`config.mk`:
```
export PLATFORM = sky130hd
export DESIGN_NAME = pipeline_ctrl
export DESIGN_NICKNAME = d
export VERILOG_FILES = /design/src/rtl/pipe_pkg.sv /design/src/rtl/hazard_detect.sv /design/src/rtl/pipeline_ctrl.sv
export SDC_FILE = /design/constraint.sdc
export NUM_CORES = 1
export LEC_CHECK = 0
export CORE_UTILIZATION = 60
export DETAILED_ROUTE_END_ITERATION = 10
export DONT_BUFFER_PORTS = 1
export GPL_ROUTABILITY_DRIVEN = 0
export PLACE_DENSITY = 0.75
export SYNTH_ARGS = -nofsm -noshare
export SYNTH_HDL_FRONTEND = slang
export SYNTH_SLANG_ARGS = --single-unit
```
`constraint.sdc`:
```
create_clock -name clk -period 3.65 [get_ports clk]
set_input_delay 0.5475 -clock clk [delete_from_list [all_inputs] [get_ports clk]]
set_output_delay 0.5475 -clock clk [all_outputs]
set_load 0.005 [all_outputs]
```
`src/rtl/pipe_pkg.sv`:
```
// Shared types and constants for the RV32I pipeline hazard/stall controller.
package pipe_pkg;

  typedef enum logic [0:0] {
    ST_RUN  = 1'b0,
    ST_DROP = 1'b1
  } pipe_state_e;

  localparam logic [0:0] S_RUN  = 1'b0;
  localparam logic [0:0] S_DROP = 1'b1;

  localparam logic [4:0] REG_ZERO = 5'd0;

  typedef struct packed {
    logic pc_en;
    logic if_id_en;
    logic if_id_flush;
    logic id_ex_en;
    logic id_ex_flush;
    logic ex_stall;
    logic ex_mem_en;
    logic mem_wb_en;
    logic if_drop;
  } pipe_ctrl_t;

  localparam pipe_ctrl_t CTRL_FROZEN = '{
    pc_en: 1'b0, if_id_en: 1'b0, if_id_flush: 1'b0, id_ex_en: 1'b0,
    id_ex_flush: 1'b0, ex_stall: 1'b0, ex_mem_en: 1'b0, mem_wb_en: 1'b0,
    if_drop: 1'b0
  };

  localparam pipe_ctrl_t CTRL_RESET = '{
    pc_en: 1'b0, if_id_en: 1'b0, if_id_flush: 1'b1, id_ex_en: 1'b0,
    id_ex_flush: 1'b1, ex_stall: 1'b0, ex_mem_en: 1'b0, mem_wb_en: 1'b0,
    if_drop: 1'b0
  };

  localparam pipe_ctrl_t CTRL_FLOW = '{
    pc_en: 1'b1, if_id_en: 1'b1, if_id_flush: 1'b0, id_ex_en: 1'b1,
    id_ex_flush: 1'b0, ex_stall: 1'b0, ex_mem_en: 1'b1, mem_wb_en: 1'b1,
    if_drop: 1'b0
  };

endpackage

```
`src/rtl/hazard_detect.sv`:
```
// Load-use hazard compare: the ID instruction reads the register an EX load writes.
module hazard_detect
  import pipe_pkg::*;
(
  input  logic [4:0] i_id_rs1_addr,
  input  logic [4:0] i_id_rs2_addr,
  input  logic       i_id_use_rs1,
  input  logic       i_id_use_rs2,
  input  logic [4:0] i_ex_rd_addr,
  input  logic       i_ex_DM_OE,
  output logic       o_luse
);

  logic rs1_hit;
  logic rs2_hit;

  assign rs1_hit = i_id_use_rs1 && (i_id_rs1_addr == i_ex_rd_addr);
  assign rs2_hit = i_id_use_rs2 && (i_id_rs2_addr == i_ex_rd_addr);
  // x0 never carries a real dependency, even when a load targets it.
  assign o_luse  = i_ex_DM_OE && (i_ex_rd_addr != REG_ZERO) && (rs1_hit || rs2_hit);

endmodule

```
`src/rtl/pipeline_ctrl.sv`:
```
// Hazard and stall controller: orders bus stalls, redirects and load-use bubbles,
// discards wrong-path fetches after a redirect, and counts stall/flush events.
module pipeline_ctrl
  import pipe_pkg::*;
#(
  parameter int CNT_W = 32
) (
  input  logic             clk,
  input  logic             rst,
  input  logic [4:0]       i_id_rs1_addr,
  input  logic [4:0]       i_id_rs2_addr,
  input  logic             i_id_use_rs1,
  input  logic             i_id_use_rs2,
  input  logic [4:0]       i_ex_rd_addr,
  input  logic             i_ex_DM_OE,
  input  logic             i_ex_redirect,
  input  logic             i_im_busy,
  input  logic             i_dm_busy,
  input  logic             i_cnt_clr,
  output logic             o_pc_en,
  output logic             o_if_id_en,
  output logic             o_if_id_flush,
  output logic             o_id_ex_en,
  output logic             o_id_ex_flush,
  output logic             o_ex_stall,
  output logic             o_ex_mem_en,
  output logic             o_mem_wb_en,
  output logic             o_if_drop,
  output logic [CNT_W-1:0] o_cnt_luse,
  output logic [CNT_W-1:0] o_cnt_flush,
  output logic [CNT_W-1:0] o_cnt_bus,
  output pipe_state_e      o_dbg_state
);

  logic [0:0] state_q;
  logic [0:0] state_d;
  logic       luse;
  pipe_ctrl_t ctrl;
  logic       ev_luse;
  logic       ev_flush;
  logic       ev_bus;

  hazard_detect u_hazard_detect (
    .i_id_rs1_addr (i_id_rs1_addr),
    .i_id_rs2_addr (i_id_rs2_addr),
    .i_id_use_rs1  (i_id_use_rs1),
    .i_id_use_rs2  (i_id_use_rs2),
    .i_ex_rd_addr  (i_ex_rd_addr),
    .i_ex_DM_OE    (i_ex_DM_OE),
    .o_luse        (luse)
  );

  always_comb begin
    ctrl     = CTRL_FROZEN;
    state_d  = state_q;
    ev_luse  = 1'b0;
    ev_flush = 1'b0;
    ev_bus   = 1'b0;
    if (rst) begin
      ctrl    = CTRL_RESET;
      state_d = S_RUN;
    end else if (state_q == S_DROP) begin
      // EX holds a bubble here, so any redirect seen now is stale and ignored.
      ctrl.if_id_flush = 1'b1;
      ctrl.ex_stall    = 1'b1;
      ctrl.if_drop     = 1'b1;
      ctrl.id_ex_en    = !i_dm_busy;
      ctrl.ex_mem_en   = !i_dm_busy;
      ctrl.mem_wb_en   = !i_dm_busy;
      ev_bus           = i_im_busy;
      if (!i_im_busy) state_d = S_RUN;
    end else if (i_dm_busy) begin
      ev_bus = 1'b1;
    end else if (i_ex_redirect) begin
      ctrl             = CTRL_FLOW;
      ctrl.if_id_en    = 1'b0;
      ctrl.if_id_flush = 1'b1;
      ctrl.id_ex_flush = 1'b1;
      ev_flush         = 1'b1;
      if (i_im_busy) state_d = S_DROP;
    end else if (i_im_busy || luse) begin
      ctrl          = CTRL_FLOW;
      ctrl.pc_en    = 1'b0;
      ctrl.if_id_en = 1'b0;
      ctrl.ex_stall = 1'b1;
      ev_bus        = i_im_busy;
      ev_luse       = !i_im_busy;
    end else begin
      ctrl = CTRL_FLOW;
    end
  end

  always_ff @(posedge clk) begin
    if (rst) begin
      state_q <= S_RUN;
    end else begin
      state_q <= state_d;
    end
  end

  // Clear wins over a same-cycle increment; counters wrap naturally.
  always_ff @(posedge clk) begin
    if (rst || i_cnt_clr) begin
      o_cnt_luse  <= '0;
      o_cnt_flush <= '0;
      o_cnt_bus   <= '0;
    end else begin
      o_cnt_luse  <= o_cnt_luse  + {{(CNT_W-1){1'b0}}, ev_luse};
      o_cnt_flush <= o_cnt_flush + {{(CNT_W-1){1'b0}}, ev_flush};
      o_cnt_bus   <= o_cnt_bus   + {{(CNT_W-1){1'b0}}, ev_bus};
    end
  end

  assign o_pc_en       = ctrl.pc_en;
  assign o_if_id_en    = ctrl.if_id_en;
  assign o_if_id_flush = ctrl.if_id_flush;
  assign o_id_ex_en    = ctrl.id_ex_en;
  assign o_id_ex_flush = ctrl.id_ex_flush;
  assign o_ex_stall    = ctrl.ex_stall;
  assign o_ex_mem_en   = ctrl.ex_mem_en;
  assign o_mem_wb_en   = ctrl.mem_wb_en;
  assign o_if_drop     = ctrl.if_drop;
  assign o_dbg_state   = pipe_state_e'(state_q);

endmodule

```
==> metrics <==
status complete, no violations; cell taking the most area after synthesis dfxtp_1; slew margin rel. 44.40%; total negative setup slack 0 ns; post-cts sizing count 0; global-route wire length before repair 17.82 mm; Worst Tran Pin Value 0.8310 ns; via-per-instance ratio 6.420; Net Count, Synth 601; Worst Clk Skew 0.008042 ns; Root Driver clkbuf_8; PnR Total Power 0.001785 W; Hold Path Origin rst; vias in the first global route 3726; largest net degree at the start of global routing 39; gr usage total 26.40%; max-cap check violation count 0; DP Worst Slack 0.3883 ns; RR Endpoint o_cnt_bus[24]; f_max 335.0 MHz; worst hold endpoint o_dbg_state; Final period util 81.78%; Switch Pwr 0.0003818 W; Critical Path AT 3.27 ns; Fin. Hold Viols 0; via count 4231; Tightest Hold Check Type input port to flop; clock-pin slew on the worst setup and hold paths 0.08 ns; total gr overflow 0; Total Routed Length 10.89 mm; r2r worst-path depth 8; Pleak 1.397 nW; CTS tree done; First DRT Iteration DRCs 177; Pins Over Slew Limit 0; synthesized area 0.004767 mm^2; syn_area_per_cell 8.349 um^2; CTS Sinks 97; I/O Buffers 0; Clk pwr share 37.9%; Synth Instances 571; initial core utilization 62.01%; clock buffer depth 2; layout cells sized above 1 3.411%; I/O pin total 130; internal cell power 0.001403 W; Setup CP Type flop to flop; synth-to-layout area growth 4.226%; peak supply drop 0.0001944 V; hold path cells 1; Residual DRC 0; Post-synth top flop dfxtp_1; Switching Fraction 21.39%; critical path fanouts, max 15; RSZ-0062 raised after global routing false; setup violators final 0; Core ar. 0.007687 mm^2; Ant. Diodes 0; Pwr Density 359.3 mW/mm^2; chip width 91.14 um; hold-fix buffer count after cts 0; Synth Register Bits 97; register area share after synthesis 40.73%; Final ANT Viol Nets 0; H-tree depth 3; Synth top area share 40.73%; synth unique cells 38; fillers 693; Num CTS Buffers 9; antenna violations before repair 0; element type at the critical path end flop; Detail Placement HPWL 7.666 mm; Area contributors post-synth dfxtp_1, a21oi_1, or4_1; min cycle time layout 2.985 ns; Nets 584; Flop pwr share 59.4%; Startpoint Class flop; Worst R2R Start o_dbg_state; Setup WS post-layout 0.6652 ns; die area 0.008306 mm^2; Gate power share 2.7%; per-cell routed wire length 16.53 um; row count 32; setup bufs post-CTS 0; Worst EP required 3.93 ns; Worst-Skew Late Latency 0.35 ns; post-layout util 64.63%; FF-to-FF setup slack 0.67 ns; Synth async-reset ratio 0%; Min Hold Slack 0.2712 ns; Die Y 91.14 um; Pre-antenna DRT Iters 4; EDFF count, synth 0; YS warnings 0
==> cell usage after synthesis, types with 3 or more instances <==
library cell / n
a21oi_1: 54
a31oi_1: 3
and2_1: 10
and3_1: 6
and4_1: 15
buf_1: 4
buf_2: 4
clkbuf_1: 20
dfxtp_1: 97
ha_1: 6
inv_1: 16
nand2_1: 39
nand3_1: 36
nand4_1: 24
nor2_1: 39
nor3_1: 8
nor4_1: 9
o21ai_0: 23
o311ai_0: 3
o31ai_1: 31
o41ai_1: 3
or3_1: 26
or4_1: 36
xnor2_1: 28
xor2_1: 14
==> per-stage QoR <==
stage,instances,instance area [um^2]
3_3_place_gp,645,4785
2_1_floorplan,571,4767
5_1_grt,659,4969
4_1_cts,659,4969
6_report,659,4969
3_5_place_dp,645,4785
==> worst max-delay path by stage <==
stage / from / endpoint / slack (ns) / cells past startpoint
floorplan: rst / o_cnt_bus[26] / 0.78 / 11
detailed placement: i_dm_busy / o_cnt_bus[24] / 0.39 / 9
CTS: o_dbg_state / o_cnt_bus[24] / 0.63 / 8
global placement: i_dm_busy / o_cnt_bus[22] / 0.50 / 9
finish: o_dbg_state / o_cnt_bus[24] / 0.67 / 8
global route: o_dbg_state / o_cnt_bus[24] / 0.38 / 8
==> critical path, stage by stage, from the launching register on <==
cell	delay, ns
dfxtp_1	0.40
o21ai_0	0.17
nor2_1	0.16
ha_1	0.24
ha_1	0.21
nand3_1	0.22
or4_1	0.79
or4_1	0.57
a21oi_1	0.15
==> layer usage <==
layer	track usage [%]	wire length [um]	up-vias
met3	9.129	753	11
met5	0	0	-
li1	-	-	2104
met1	33.98	4909	1995
met4	8.201	148	0
met2	41.60	5081	121
==> cell families (layout without fill, tap and decap cells) <==
| kind of cell | count (synthesis) | after routing | synth area share, % |
|---|---|---|---|
| flops | 97 | 97 | 40.73 |
| mux | 2 | 2 | 0.4200 |
| fa+ha+maj | 6 | 6 | 1.575 |
| xor+xnor | 42 | 42 | 7.717 |
| simple gates | 256 | 256 | 30.34 |
| buf+inv | 46 | 32 | 3.884 |
| compound gates | 122 | 122 | 15.33 |
==> area by class of cell <==
cell class                      count  area, um^2  area share [%]
Clock inverter                      3       42.54          0.8562
Sequential cell                    97        1942           39.08
Multi-Input combinational cell    428        2640           53.14
Timing Repair Buffer                2       15.01          0.3022
Inverter                           16       60.06           1.209
Tap cell                          102       127.6           2.569
Clock buffer                       11       141.4           2.846
==> registers in the layout, indices dropped and copies added, names as in the netlist <==
| name | count |
|---|---|
| o_cnt_bus | 32 |
| o_cnt_flush | 32 |
| o_cnt_luse | 32 |
| o_dbg_state | 1 |
==> placed cells by master, fill, tap and decap left out, types with 2 or more instances in the layout <==
| cell type | instances |
|---|---|
| nand3_1 | 36 |
| or2_2 | 2 |
| o21ai_0 | 23 |
| and3_1 | 6 |
| o311ai_0 | 3 |
| o41ai_1 | 3 |
| and4_1 | 15 |
| dfxtp_1 | 97 |
| nand2b_1 | 2 |
| nand2_1 | 39 |
| or3_1 | 26 |
| or4_1 | 36 |
| mux2i_1 | 2 |
| ha_1 | 6 |
| nor2_1 | 39 |
| nor4_1 | 9 |
| o31ai_1 | 31 |
| and2_1 | 10 |
| xor2_1 | 14 |
| a31oi_1 | 3 |
| nor3_1 | 8 |
| clkbuf_8 | 10 |
| xnor2_1 | 28 |
| buf_4 | 2 |
| a21oi_1 | 54 |
| inv_1 | 16 |
| nand4_1 | 24 |
==> power groups by stage <==
stage	Sequential (W)	Clock, W	Combinational, W
after floorplan	0.00108	0	0.0000422
after CTS	0.00106	0.000692	0.0000485
final	0.00106	0.000677	0.0000482
after global placement	0.00108	0	0.0000475
after global routing	0.00106	0.000738	0.0000548
after detailed placement	0.00108	0	0.0000483
No activity file was read; power rests on OpenSTA's default activity.
